## config.mk

```make
export PLATFORM = sky130hd
export DESIGN_NAME = seq_divider
export DESIGN_NICKNAME = d
export VERILOG_FILES = /design/src/rtl/seq_divider_pkg.sv /design/src/rtl/seq_divider_step.sv /design/src/rtl/seq_divider.sv
export SDC_FILE = /design/constraint.sdc
export NUM_CORES = 1
export LEC_CHECK = 0
export BUFFER_PORTS_ARGS = -buffer_cell sky130_fd_sc_hd__clkbuf_2
export CAP_MARGIN = 20
export CORE_MARGIN = 2
export CORE_UTILIZATION = 38
export CTS_BUF_LIST = sky130_fd_sc_hd__clkbuf_16
export DETAILED_ROUTE_END_ITERATION = 8
export PLACE_DENSITY = 0.63
export REMOVE_ABC_BUFFERS = 1
export SYNTH_ARGS = -nofsm -noshare
export SYNTH_HDL_FRONTEND = slang
export SYNTH_SLANG_ARGS = --single-unit
```

## constraint.sdc

```tcl
create_clock -name clk -period 2.72 [get_ports clk]
set_input_delay 0.136 -clock clk [delete_from_list [all_inputs] [get_ports clk]]
set_output_delay 0.136 -clock clk [all_outputs]
set_load 0.02 [all_outputs]
```

## src/rtl/seq_divider_pkg.sv

```systemverilog
// Shared constants and types for the Q0.8 saturating ratio divider.
package seq_divider_pkg;

    localparam int DW   = 16;
    localparam int QW   = 8;
    localparam int ITER = QW;
    localparam int CW   = $clog2(ITER);

    localparam logic [QW-1:0] QMAX = 8'hFF;
    localparam logic [CW-1:0] LAST = CW'(ITER - 1);

    typedef enum logic [1:0] {
        IDLE,
        LOAD,
        CALC,
        DONE
    } div_state_t;

endpackage

```

## src/rtl/seq_divider_step.sv

```systemverilog
// One restoring shift-subtract step: doubles the remainder and
// subtracts the divider when it fits, yielding one quotient bit.
module seq_divider_step
    import seq_divider_pkg::*;
(
    input  logic [DW:0]   rem_i,
    input  logic [DW-1:0] den_i,
    output logic [DW:0]   rem_o,
    output logic          qbit_o
);

    logic [DW:0] shifted;
    logic        rem_msb_unused;

    // rem < den on every non-saturated run, so the top bit never carries
    assign rem_msb_unused = rem_i[DW];
    assign shifted        = {rem_i[DW-1:0], 1'b0};
    assign qbit_o         = (shifted >= {1'b0, den_i});
    assign rem_o          = qbit_o ? (shifted - {1'b0, den_i}) : shifted;

endmodule

```

## src/rtl/seq_divider.sv

```systemverilog
// Sequential saturating divider: quotient = min(255, dividend*256/divider).
// Optional `SEQ_DIVIDER_DONE_EN adds a one-cycle done strobe per result.
module seq_divider
    import seq_divider_pkg::*;
(
    input  logic          clk,
    input  logic          nrst,
    input  logic          en,
    input  logic [DW-1:0] divider,
    input  logic [DW-1:0] dividend,
`ifdef SEQ_DIVIDER_DONE_EN
    output logic          done,
`endif
    output logic [QW-1:0] quotient
);

    div_state_t    state_q;
    logic [DW:0]   rem_q;
    logic [DW:0]   rem_d;
    logic [DW-1:0] den_q;
    logic [QW-2:0] pq_q;
    logic [CW-1:0] cnt_q;
    logic          sat_q;
    logic          qbit_d;
    logic [QW-1:0] quotient_q;
    logic          done_q;

    seq_divider_step u_step (
        .rem_i  (rem_q),
        .den_i  (den_q),
        .rem_o  (rem_d),
        .qbit_o (qbit_d)
    );

    always_ff @(posedge clk or negedge nrst) begin
        if (!nrst) begin
            state_q    <= IDLE;
            rem_q      <= '0;
            den_q      <= '0;
            pq_q       <= '0;
            cnt_q      <= '0;
            sat_q      <= 1'b0;
            quotient_q <= '0;
            done_q     <= 1'b0;
        end else begin
            done_q <= 1'b0;
            // Dropping en anywhere abandons the run; quotient keeps its value
            if (!en && state_q != IDLE) begin
                state_q <= IDLE;
            end else begin
                unique case (state_q)
                    IDLE: begin
                        if (en) state_q <= LOAD;
                    end
                    LOAD: begin
                        den_q   <= divider;
                        rem_q   <= {1'b0, dividend};
                        pq_q    <= '0;
                        cnt_q   <= '0;
                        sat_q   <= (divider == '0) || (dividend >= divider);
                        state_q <= CALC;
                    end
                    CALC: begin
                        rem_q <= rem_d;
                        pq_q  <= {pq_q[QW-3:0], qbit_d};
                        cnt_q <= cnt_q + CW'(1);
                        if (cnt_q == LAST) begin
                            quotient_q <= sat_q ? QMAX : {pq_q, qbit_d};
                            done_q     <= 1'b1;
                            state_q    <= DONE;
                        end
                    end
                    DONE: begin
                        state_q <= LOAD;
                    end
                    default: begin
                        state_q <= IDLE;
                    end
                endcase
            end
        end
    end

    assign quotient = quotient_q;

`ifdef SEQ_DIVIDER_DONE_EN
    assign done = done_q;
`else
    logic done_unused;
    assign done_unused = done_q;
`endif

endmodule

```

== Yosys cells after proc, flatten, opt, wreduce, memory -nomap -nowiden ==
Index checks and enable logic that the tools add are counted.

* Register bits: 53
* Input bits: 35

* $add $sub $neg: 2
* Magnitude comparators: 2
* Equal/unequal tests: 6
* Multiplexer cells: 9
* Bitwise logic cells: 1
* Reductions and logical operators: 11

{| class="wikitable"
|+ Operator list
! cell !! number
|-
| one-hot mux 16 bit (2 select lines) || 1
|-
| >= comparator 17 x 16 -> 1 bit || 1
|-
| >= comparator 16 bit || 1
|-
| zero test 16 bit || 1
|-
| two-way mux 16 bit || 1
|-
| subtractor 16 bit || 1
|-
| one-hot mux 7 bit (2 select lines) || 1
|-
| two-way mux 8 bit || 1
|-
| one-hot mux 2 bit (4 select lines) || 1
|-
| two-way mux 2 bit || 3
|-
| != test 3 bit (second input constant) || 2
|-
| one-hot mux 3 bit (2 select lines) || 1
|-
| AND reduction 2 bit || 3
|-
| equality test 2 bit (second input constant) || 2
|-
| nonzero test 2 bit || 2
|-
| adder 3 x 1 -> 3 bit (second input constant) || 1
|-
| equality test 3 bit (second input constant) || 1
|-
| AND reduction 3 bit || 1
|-
| equality test 2 x 1 -> 1 bit (second input constant) || 1
|-
| zero test 2 bit || 1
|-
| logical AND 1 bit || 1
|-
| zero test 1 bit || 1
|-
| logical OR 1 bit || 1
|-
| inverter 1 bit || 1
|}

== Longest topological paths before layout ==
* Depth in word-level cells: 4
* Depth in mapped cells: 10

== Cells and area by module ==
A second synthesis with hierarchy kept.

* Cells, all modules: 453
* Area, all modules: 3826.2 µm²

{| class="wikitable"
|+ By module, submodules not included
! module !! times used !! cells each !! area an instance (µm²) !! sequential area each (µm²)
|-
| seq_divider || 1 || 284 || 2685.1 || 1351.3
|-
| seq_divider_step || 1 || 169 || 1141.1 || 0.0
|}

== Worst setup path before layout ==
OpenSTA, ideal clock, no wires.

* Path type: register to register
* Start point: reg rem_q[1]
* End point: reg rem_q[7]
* Data arrival time: 2121 ps
* Setup slack: 463 ps
* Stages on the path, launching flop included: 9
* Period minus slack after synthesis: 2257 ps
* Cell sequence: dfrtp_1 -> ha_1 -> and3b_1 -> o211a_1 -> o31a_1 -> o2111a_1 -> buf_6 -> o221ai_1 -> o211ai_1

* Cells in the longest elaborated chain, start to end: 3
* Elaborated cells on any way between the ends: 4

{| class="wikitable"
|+ Ends and longest elaborated chain
! item !! RTL line !! RTL
|-
| start, declared || seq_divider.sv:18 || <nowiki>logic [DW:0] rem_q;</nowiki>
|-
| start signal, assigned || seq_divider.sv:57 || <nowiki>rem_q <= {1'b0, dividend};</nowiki>
|-
| start signal, assigned || seq_divider.sv:64 || <nowiki>rem_q <= rem_d;</nowiki>
|-
| subtractor 16 bit or >= comparator 17 x 16 -> 1 bit (tied branches) || seq_divider_step.sv:19, seq_divider_step.sv:18 ||
|-
| two-way mux 16 bit (*) || seq_divider_step.sv:19 || <nowiki>assign rem_o = qbit_o ? (shifted - {1'b0, den_i}) : shifted;</nowiki>
|-
| one-hot mux 16 bit (2 select lines) (*) || seq_divider.sv:51 || <nowiki>unique case (state_q)</nowiki>
|}

Mark *: on every way between the ends. The rest lies on a longest branch, timed or not.
A chain may end at the register's enable or synchronous reset.

== Final worst setup path ==
* Start point: reg rem_q[1]
* End point: reg rem_q[11]

Same word-level chain as after synthesis.

==> impl_metrics.yaml <==
placed_design:
  dpl_cell_area_mm2: 0.00431
  io_buffers: 42
  dpl.hpwl_um: 8360
  globalplace.congestion: 0.922
floorplan:
  initial_core_util_pct: 39.4
  core_area_mm2: 0.00986
  die_w_um: 105
  dieArea_mm2: 0.0111
  rows: 36
  fp.dieH_um: 105
  ios: 43
job:
  drv_cap: 0
global_route:
  grt_pass1_vias: 3568
  grtUsageTotal_pct: 20.2
  antenna_found_initial: 0
  grt_first_pass_wirelength_um: 18000
  grt.overflow.total: 0
  grt_max_degree: 37
cts:
  clockRootBuffer: "clkbuf_16"
  cts_tree: "done"
  cts_buffer_depth: 2
  clk_pin_slew_ns: 0.08
  cts_setup_buffers: 0
  clkLatencyLatePin_ns: 0.29
  cts_max_level: 2
  cts_sinks: 53
  numCtsBuffers: 5
pwr:
  p_per_area_mw_per_mm2: 1280
  p_leak_nw: 2.16
  irDropWorstVdd_mv: 0.916
yosys:
  synth-async-reset-ratio_pct: 100
  yosysUniqueCellTypes: 52
  synth_warnings: 0
  syn_inst: 475
  syn_area_mm2: 0.00389
  ys.flop_type: "dfrtp_1"
  synth.avg_cell_area_um2: 8.18
  synth-edff-count: 0
  synthTopCellsByArea: "dfrtp_1 (34%), ha_1 (12%), nand2_1 (6.2%)"
  yosysTopAreaCell: "dfrtp_1"
  synth-seq-area-share_pct: 34.1
  synth_top_area_share_pct: 34.1
  ys_ff_latch: 53
timing:
  final-hold-violation-count: 0
  tightest_slew_ns: 0.824
  finalMaxSlewViolations: 0
  rsz0062_at_grt: "no"
  setup_viol: 0
  setup_tns_ns: 0
  min_period_over_period_pct: 95.1
  fin_skew_ns: 0.00474
  min_period_ns: 2.59
  max_freq_ghz: 0.387
  slew_headroom_pct: 45.1
worst_setup_path:
  path_cells: "ha_1, and3b_1, o211a_1, o31a_1, o2111a_2, o41ai_1, a31oi_1"
  worstPathMaxFanout: 13
  reg2reg_to: "rem_q[11]$_DFFE_PN0P_"
  worstPathRequired_ns: 2.87
  arrival_ns: 2.74
  max_stage_delay_ns: 0.41
  setup.worst_path.class: "flip-flop to flip-flop"
  r2r_setup_slack_ns: 0.13
  end_kind: "flip-flop"
  slowest_stage: "dfrtp_1"
  r2r_start: "rem_q[1]$_DFFE_PN0P_"
  r2r_cells: 7
  startpoint_type: "flip-flop"
drt:
  drt_iter0_markers: 197
  vias: 3689
  wl_per_cell_um: 16.6
  via_per_inst: 5.62
  drt_wl_total_um: 10900
  ant_nets: 0
  drc: 0
  first_pass_iters: 5
layout:
  syn2layout_area_growth_pct: 15.3
  drive_above_1_share_pct: 15.1
  antenna-diode-count: 0
  nets: 595
  ff_latch_area_mm2: 0.00133
  multiInputGateArea_mm2: 0.00233
  fin_area_mm2: 0.00448
  nFillCells: 993
  post-route-util_pct: 45.4
worst_hold_path:
  whs_path_depth: 3
  hold_class: "input port to flip-flop"
  hold_path.startpoint: "divider[5]"
  worstHoldEndpoint: "den_q[5]$_DFFE_PN0P_"
status:
  status: "finished, final reports clean"
## state kept, by name, summed over array words and instances (netlist names)
signal,count
den_q,16
rem_q,16
quotient,8
pq_q,7
cnt_q,3
state_q,2
sat_q,1
## how the worst max path moves through the flow
stage	end	slack [ns]	startpoint	cells past startpoint
after global routing	rem_q[11]$_DFFE_PN0P_	0.09	rem_q[1]$_DFFE_PN0P_	7
after CTS	rem_q[11]$_DFFE_PN0P_	0.02	rem_q[1]$_DFFE_PN0P_	7
after detailed placement	rem_q[11]$_DFFE_PN0P_	0.08	rem_q[1]$_DFFE_PN0P_	7
final	rem_q[11]$_DFFE_PN0P_	0.13	rem_q[1]$_DFFE_PN0P_	7
after global placement	rem_q[6]$_DFFE_PN0P_	0.14	rem_q[1]$_DFFE_PN0P_	7
after floorplan	rem_q[7]$_DFFE_PN0P_	0.27	state_q[0]$_DFFE_PN0P_	6
## critical path: cells and delay by family (launching register included)
kind            cells  cell delay [ns]
simple gates        1             0.24
compound gates      5             1.43
flops               1             0.41
fa+ha+maj           1             0.36
## cells in the mapped netlist, types with 3 or more instances
library cell and count:
nor3b_1 13, o21ai_1 14, a31oi_1 5, nand3_1 19, buf_2 3, nand3b_1 5
nand2_1 64, clkbuf_1 16, o21a_1 5, nor2b_1 6, o21ai_0 43, or3_1 3
a21oi_1 28, a211oi_1 5, o211ai_1 10, a41oi_1 3, nand2b_1 9, o41ai_1 3
nor3_1 7, nor4_1 5, o31ai_1 3, ha_1 37, mux2i_1 4, dfrtp_1 53
a21o_1 8, nand4_1 11, nor2_1 22, inv_1 39
## what timing repair did
action	CTS	global route
endpoints found under the setup margin	0	5
gates resized for setup	0	1
endpoints found under the hold margin	27	0
hold buffers	1	0
## layout make-up
type | instances | share of cell area, %
tap | 133 | 3.71
sequential | 53 | 29.6
inverter | 39 | 3.27
timing repair buffer | 62 | 8.10
clock buffer | 5 | 2.79
multi-input combinational | 361 | 51.9
clock inverter | 3 | 0.642
## per-stage QoR
step / hold slack (ns) / instances / worst slack [ns] / total power, mW
floorplan: -0.160 / 453 / 0.275 / 3.89
global placement: 0.268 / 646 / 0.145 / 4.96
detailed placement: 0.264 / 646 / 0.0828 / 5.02
CTS: 0.115 / 655 / 0.0247 / 5.73
global route: 0.149 / 656 / 0.0860 / 6.29
finish: 0.114 / 656 / 0.133 / 5.75
## kinds of logic (layout without fill, tap and decap cells)
kind of cell             after synthesis  in the layout  share of synthesized area (%)
flip-flops                            53             53                           34.1
multiplexers                           5              5                           1.32
adder cells (fa/ha/maj)               38             38                           12.4
AND/OR/NAND/NOR                      171            171                           21.9
XOR/XNOR                               2              2                          0.451
AO/OA/AOI/OAI                        145            145                           23.5
buffers and inverters                 61            109                           6.28
## placed cells by master, fill, tap and decap left out, drive strengths merged, types with 6 or more instances in the layout
cell type  instances
inv               41
clkbuf            47
nor2              22
nand3             19
buf               19
nand2             64
nor3b             13
o21ai             57
dfrtp             53
nand2b             9
a21oi             28
a21o               8
nor2b              6
nand4             11
o211ai            11
ha                37
nor3               7
## power breakdown
group	internal, mW	switching [mW]
registers	1.06	0.242
clock network	0.354	0.324
logic	1.48	2.29
total	2.90	2.86
## metal layers
metal	up-vias	track usage [%]	part of all wire [%]
li1	1801	-	-
met1	1776	28.3	47
met2	108	34.1	48
met3	4	2.37	4.8
met4	0	2.95	0.27
met5	-	0	0
Note: power is estimated with default switching activity, not from simulation.
